File: src/rtl/speed_pkg.sv
// Shared definitions for the encoder speed path: widths, the standstill
// constant understood by the rpm divider, and the period FSM state type.
package speed_pkg;

  // Default width of the period counter and of the published period.
  localparam int CNT_WIDTH_DEFAULT = 32;

  // Default number of consecutive equal samples needed to accept a level change.
  localparam int FILT_LEN_DEFAULT = 4;

  // Width of the glitch filter run counter; holds FILT_LEN values up to 15.
  localparam int FILT_CNT_WIDTH = 4;

  // Standstill timeout. The speed computation treats this period as "stopped".
  localparam logic [31:0] MAX_CNT_DEFAULT = 32'd50_000_000;

  // Period measurement state.
  typedef enum logic [1:0] {
    IDLE    = 2'd0,
    MEASURE = 2'd1,
    STALLED = 2'd2
  } enc_state_t;

endpackage

File: src/rtl/encoder_input_filter.sv
// encoder_input_filter: brings the raw encoder pin into the clk_1 domain,
// rejects pulses shorter than FILT_LEN enabled samples and flags each
// accepted 0->1 change of the filtered level with a one-enabled-cycle rise.
module encoder_input_filter
  import speed_pkg::*;
#(
  parameter int FILT_LEN = FILT_LEN_DEFAULT
) (
  input  logic clk_1,
  input  logic clr,
  input  logic ce_1,
  input  logic din,
  output logic level,
  output logic rise
);

  localparam logic [FILT_CNT_WIDTH-1:0] RUN_LAST = FILT_CNT_WIDTH'(FILT_LEN - 1);
  localparam logic [FILT_CNT_WIDTH-1:0] RUN_ONE  = FILT_CNT_WIDTH'(1);

  logic                      sync1_q, sync1_d;
  logic                      sync2_q, sync2_d;
  logic                      level_q, level_d;
  logic                      rise_q, rise_d;
  logic [FILT_CNT_WIDTH-1:0] run_q, run_d;

  // Synchronize, count how long the synchronized input has disagreed with the
  // accepted level, and flip the level once that run reaches FILT_LEN samples.
  always_comb begin
    sync1_d = sync1_q;
    sync2_d = sync2_q;
    level_d = level_q;
    rise_d  = rise_q;
    run_d   = run_q;
    if (ce_1) begin
      sync1_d = din;
      sync2_d = sync1_q;
      rise_d  = 1'b0;
      if (sync2_q != level_q) begin
        if (run_q == RUN_LAST) begin
          level_d = sync2_q;
          rise_d  = sync2_q;
          run_d   = '0;
        end else begin
          run_d = run_q + RUN_ONE;
        end
      end else begin
        run_d = '0;
      end
    end
  end

  // Filter registers; everything holds while ce_1 is low.
  always_ff @(posedge clk_1) begin
    if (clr) begin
      sync1_q <= 1'b0;
      sync2_q <= 1'b0;
      level_q <= 1'b0;
      rise_q  <= 1'b0;
      run_q   <= '0;
    end else begin
      sync1_q <= sync1_d;
      sync2_q <= sync2_d;
      level_q <= level_d;
      rise_q  <= rise_d;
      run_q   <= run_d;
    end
  end

  assign level = level_q;
  assign rise  = rise_q;

endmodule

File: src/rtl/encoder_period_counter.sv
// encoder_period_counter: counts enabled clk_1 cycles between filtered
// encoder rising edges and publishes the period as the rpm divisor. A missing
// edge for MAX_CNT cycles reports MAX_CNT with stalled set; zero is never shown.
module encoder_period_counter
  import speed_pkg::*;
#(
  parameter int                   CNT_WIDTH = CNT_WIDTH_DEFAULT,
  parameter int                   FILT_LEN  = FILT_LEN_DEFAULT,
  parameter logic [CNT_WIDTH-1:0] MAX_CNT   = CNT_WIDTH'(MAX_CNT_DEFAULT)
) (
  input  logic                 clk_1,
  input  logic                 clr,
  input  logic                 ce_1,
  input  logic                 enc_in,
  output logic [CNT_WIDTH-1:0] speed_cnt,
  output logic                 cnt_valid,
  output logic                 stalled
);

  localparam logic [CNT_WIDTH-1:0] CNT_ONE = CNT_WIDTH'(1);

  logic enc_level;
  logic enc_rise;

  enc_state_t           state_q, state_d;
  logic [CNT_WIDTH-1:0] per_cnt_q, per_cnt_d;
  logic [CNT_WIDTH-1:0] speed_cnt_q, speed_cnt_d;
  logic                 cnt_valid_q, cnt_valid_d;
  logic                 stalled_q, stalled_d;

  encoder_input_filter #(
    .FILT_LEN (FILT_LEN)
  ) u_filter (
    .clk_1 (clk_1),
    .clr   (clr),
    .ce_1  (ce_1),
    .din   (enc_in),
    .level (enc_level),
    .rise  (enc_rise)
  );

  // Period FSM: start counting on the first edge, report on each later edge,
  // and report the standstill value once when the count saturates.
  always_comb begin
    state_d     = state_q;
    per_cnt_d   = per_cnt_q;
    speed_cnt_d = speed_cnt_q;
    stalled_d   = stalled_q;
    cnt_valid_d = cnt_valid_q;
    if (ce_1) begin
      cnt_valid_d = 1'b0;
      case (state_q)
        IDLE: begin
          if (enc_rise) begin
            per_cnt_d = CNT_ONE;
            state_d   = MEASURE;
          end
        end
        MEASURE: begin
          if (enc_rise) begin
            speed_cnt_d = per_cnt_q;
            cnt_valid_d = 1'b1;
            stalled_d   = 1'b0;
            per_cnt_d   = CNT_ONE;
          end else if (per_cnt_q >= MAX_CNT) begin
            speed_cnt_d = MAX_CNT;
            cnt_valid_d = 1'b1;
            stalled_d   = 1'b1;
            per_cnt_d   = MAX_CNT;
            state_d     = STALLED;
          end else begin
            per_cnt_d = per_cnt_q + CNT_ONE;
          end
        end
        STALLED: begin
          if (enc_rise) begin
            per_cnt_d = CNT_ONE;
            state_d   = MEASURE;
          end
        end
        default: begin
          state_d = IDLE;
        end
      endcase
    end
  end

  // State, counter and output registers; clr wins over ce_1.
  always_ff @(posedge clk_1) begin
    if (clr) begin
      state_q     <= IDLE;
      per_cnt_q   <= '0;
      speed_cnt_q <= MAX_CNT;
      cnt_valid_q <= 1'b0;
      stalled_q   <= 1'b1;
    end else begin
      state_q     <= state_d;
      per_cnt_q   <= per_cnt_d;
      speed_cnt_q <= speed_cnt_d;
      cnt_valid_q <= cnt_valid_d;
      stalled_q   <= stalled_d;
    end
  end

  // The valid flop holds through disabled cycles like every other register,
  // so the pulse is masked by ce_1 to keep it from showing while disabled.
  assign cnt_valid = cnt_valid_q & ce_1;
  assign speed_cnt = speed_cnt_q;
  assign stalled   = stalled_q;

  // An accepted rise always comes with a high filtered level.
  a_rise_level : assert property (@(posedge clk_1) disable iff (clr)
    enc_rise |-> enc_level);

  // The divisor handed downstream is never zero.
  a_speed_nonzero : assert property (@(posedge clk_1) disable iff (clr)
    speed_cnt_q != '0);

  // The period counter saturates and never runs past the timeout.
  a_per_cnt_sat : assert property (@(posedge clk_1) disable iff (clr)
    per_cnt_q <= MAX_CNT);

endmodule

File: config.mk
export PLATFORM = sky130hd
export DESIGN_NAME = encoder_period_counter
export DESIGN_NICKNAME = d
export VERILOG_FILES = /design/src/rtl/speed_pkg.sv /design/src/rtl/encoder_input_filter.sv /design/src/rtl/encoder_period_counter.sv
export SDC_FILE = /design/constraint.sdc
export NUM_CORES = 1
export LEC_CHECK = 0
export BUFFER_PORTS_ARGS = -buffer_cell sky130_fd_sc_hd__buf_4
export CELL_PAD_IN_SITES_DETAIL_PLACEMENT = 1
export CELL_PAD_IN_SITES_GLOBAL_PLACEMENT = 1
export CORE_ASPECT_RATIO = 1.25
export CORE_UTILIZATION = 39
export DETAILED_ROUTE_END_ITERATION = 6
export GPL_ROUTABILITY_DRIVEN = 0
export PLACE_DENSITY = 0.77
export SYNTH_ARGS = -nofsm -noshare
export SYNTH_HDL_FRONTEND = slang
export SYNTH_SLANG_ARGS = --single-unit
File: constraint.sdc
create_clock -name clk_1 -period 1.87 [get_ports clk_1]
set_input_delay 0.0935 -clock clk_1 [delete_from_list [all_inputs] [get_ports clk_1]]
set_output_delay 0.0935 -clock clk_1 [all_outputs]
set_load 0.01 [all_outputs]
==> results_dict.tcl <==
set metrics [dict create \
    dieArea_um2 9050 \
    final.setup.tns_ns -9.13 \
    pin_count_of_the_biggest_net_entering_global_routing 25 \
    p_leak_nw 1.75 \
    yosys.area.top_type_share 0.450 \
    max_freq_mhz 477 \
    hpwl_um 7370 \
    run_status "finished, violations left" \
    cts-buffers-inserted 9 \
    globalRoute.busiestLayer "met2" \
    final_critical_path_setup_slack_ns -0.226 \
    h_tree_depth 3 \
    power_density_nw_per_um2 633 \
    crit_path_end_kind "register" \
    core_region_area_um2 8330 \
    dr.first_iter.drc_count 151 \
    rsz0062_at_grt "yes" \
    synth_edf_count 0 \
    arrival_ns 2.37 \
    p_total_mw 2.86 \
    detail-route-antenna-nets 0 \
    netSwitchingFraction 0.256 \
    post_synth_design_cell_area_um2 3380 \
    regArea_um2 1520 \
    synth_top_area_cell "sky130_fd_sc_hd__dfxtp_1" \
    finalCritPeriodShare 1.12 \
    floorplan.rows 37 \
    fillers 1006 \
    num_vias 3491 \
    ioPinCount 38 \
    clk_pin_slew_worst_paths_ns 0.09 \
    synth_commonest_cells "sky130_fd_sc_hd__dfxtp_1, sky130_fd_sc_hd__a21oi_1, sky130_fd_sc_hd__nand2_1" \
    clk_lat_worst_skew_ns 0.38 \
    synth_seq_area_share 0.450 \
    floorplan.die.height_um 106 \
    cp_max_fo 14 \
    syn-instance-count 408 \
    root_buffer "sky130_fd_sc_hd__clkbuf_8" \
    wl_per_cell_um 18.9 \
    synth_warnings 0 \
    drv.max_cap_violation_count 0 \
    net-switching-power_mw 0.732 \
    finish.net_count 505 \
    synth_async_sr_flop_share 0 \
    met1_usage 0.291 \
    clock_tree.buffer_depth 2 \
    final_routed_drc_violation_total 0 \
    vias_per_cell 5.82 \
    grt_antenna_before_repair 0 \
    post_place_setup_slack_ns -0.0910 \
    diodes_inserted 0 \
    type_of_the_tightest_min_delay_check "in -> reg" \
    multi_input_area_um2 1830 \
    pwr-share-clk 0.406 \
    postRouteWirelength_um 11400 \
    failed_checks "setup timing" \
    final_cell_count_no_fill 600 \
    worst_slew_pin_tran_ns 0.428 \
    crit_path_start_kind "register" \
    worst_setup_slack_for_register_to_register_paths_ns -0.23 \
    setup_viol 62 \
    cp_class "reg -> reg" \
    drt-pass1-iter-count 4 \
    post_synth_main_area_contributors "sky130_fd_sc_hd__dfxtp_1, sky130_fd_sc_hd__a21oi_1, sky130_fd_sc_hd__nand2_1, sky130_fd_sc_hd__nor2_1, sky130_fd_sc_hd__o21ai_0" \
    syn_to_final_growth_pct 33.6 \
    clkSinkCount 76 \
    clock_skew_ns 0.0165 \
    internal_power_mw 2.13 \
    max-slew-margin-rel 0.714 \
    vdd_drop_max_v 0.000560 \
    period_needed_ns 2.10 \
    first_global_vias 3565 \
    number_of_flip_flops_and_latches_in_the_synthesized_netlist 76 \
    timing.final.max_slew_violations 0 \
    io_buffer_count 37 \
    met3_usage 0.0474 \
    primary_flip_flop_cell_chosen_by_synthesis_mapping "sky130_fd_sc_hd__dfxtp_1" \
    report.final.hold_viol_count 0 \
    gr-usage-met2 0.433 \
    synthMostInstantiatedCell "sky130_fd_sc_hd__dfxtp_1" \
    synth_area_per_cell_um2 8.29 \
    post-place-cells 568 \
    pwr-share-seq 0.566 \
    cts_tree "built" \
    cp_data_required_time_ns 2.14 \
    synth_cell_type_count 56 \
    drive_gt1_frac 0.290 \
    power.share.combinational 0.028 \
    floorplan.initialDensity 0.406 \
    groute.usage.overall 0.250 \
    syn-num-nets 415 \
    grt_pass1_wl_um 17700 \
    die_w_um 85.3 \
    overflow 0 \
]
## power groups by stage
stage / Sequential [mW] / Combinational [mW] / Clock (mW)
2_1_floorplan: 1.66 / 0.0343 / 0
3_3_place_gp: 1.66 / 0.0557 / 0
3_5_place_dp: 1.66 / 0.0572 / 0
4_1_cts: 1.62 / 0.0599 / 1.16
5_1_grt: 1.62 / 0.0857 / 1.23
6_report: 1.62 / 0.0800 / 1.16
## through the flow
stage	util	hold slack (ns)	area (µm²)
floorplan	-	0.241	3380
global placement	0.488	0.330	4070
detailed placement	0.488	0.342	4070
CTS	0.522	0.0589	4350
global route	0.542	0.0724	4520
finish	0.542	0.0659	4520
## layout make-up
class,instances,area share
clock buffer,10,0.0282
clock inverter,6,0.00914
inverter,9,0.00748
multi-input combinational,297,0.406
sequential,76,0.337
tap,97,0.0269
timing repair buffer,105,0.185
## routing by layer
layer  share of wire  wire length, µm  vias up
li1                -                -     1651
met1            0.41             4680     1718
met2            0.52             5910       93
met3           0.042              474       29
met4           0.025              286        0
met5               0                0        -
## cells in the final DEF, fill, tap and decap left out, drive strengths merged, types with 3 or more instances in the layout
cell,n
mux2i,3
dfxtp,76
or3,6
a32o,4
o21ai,45
nor2,38
clkbuf,10
nor4,5
buf,104
clkinv,7
and3,12
a21oi,49
nor3,6
nand3,8
ha,3
xor2,5
nand2b,4
nand4,11
a31o,3
inv,8
nand2,43
xnor2,7
## registers in the layout, indices dropped and copies added (netlist names), 2 cells and up
register,cells
per_cnt_q,32
state_q,2
u_filter.run_q,4
speed_cnt,32
## repair_timing
action,CTS,global route
setup endpoints to repair,56,62
cloned,1,1
hold endpoints to repair,1,0
setup buffers,6,8
gates resized for setup,16,33
pin swaps,12,17
hold buffers,1,0
## logic make-up (layout without fill, tap and decap cells)
group	Yosys count	after routing	synth area share
simple gates	149	149	0.220
fa+ha+maj	3	3	0.0111
flops	76	76	0.450
mux	4	4	0.0122
buf+inv	35	130	0.0437
compound gates	129	129	0.232
xor+xnor	12	12	0.0311
## final timing paths
check,start,endpoint,cells after the start
max,per_cnt_q[27]$_SDFFE_PP0P_,per_cnt_q[14]$_SDFFE_PP0P_,7
min,ce_1,state_q[0]$_SDFFE_PP0P_,2
max reg2reg,per_cnt_q[27]$_SDFFE_PP0P_,per_cnt_q[14]$_SDFFE_PP0P_,7
min reg2reg,stalled$_SDFFE_PP1P_,stalled$_SDFFE_PP1P_,2
## worst max-delay path: stages, from the launching register on
cell and delay (ns):
sky130_fd_sc_hd__dfxtp_2 0.33, sky130_fd_sc_hd__or4_4 0.54, sky130_fd_sc_hd__a2111oi_4 0.31, sky130_fd_sc_hd__buf_4 0.18
sky130_fd_sc_hd__o211a_1 0.18, sky130_fd_sc_hd__buf_12 0.15, sky130_fd_sc_hd__o31ai_1 0.09, sky130_fd_sc_hd__a32o_1 0.21
Power figures use the tool's default switching activity.
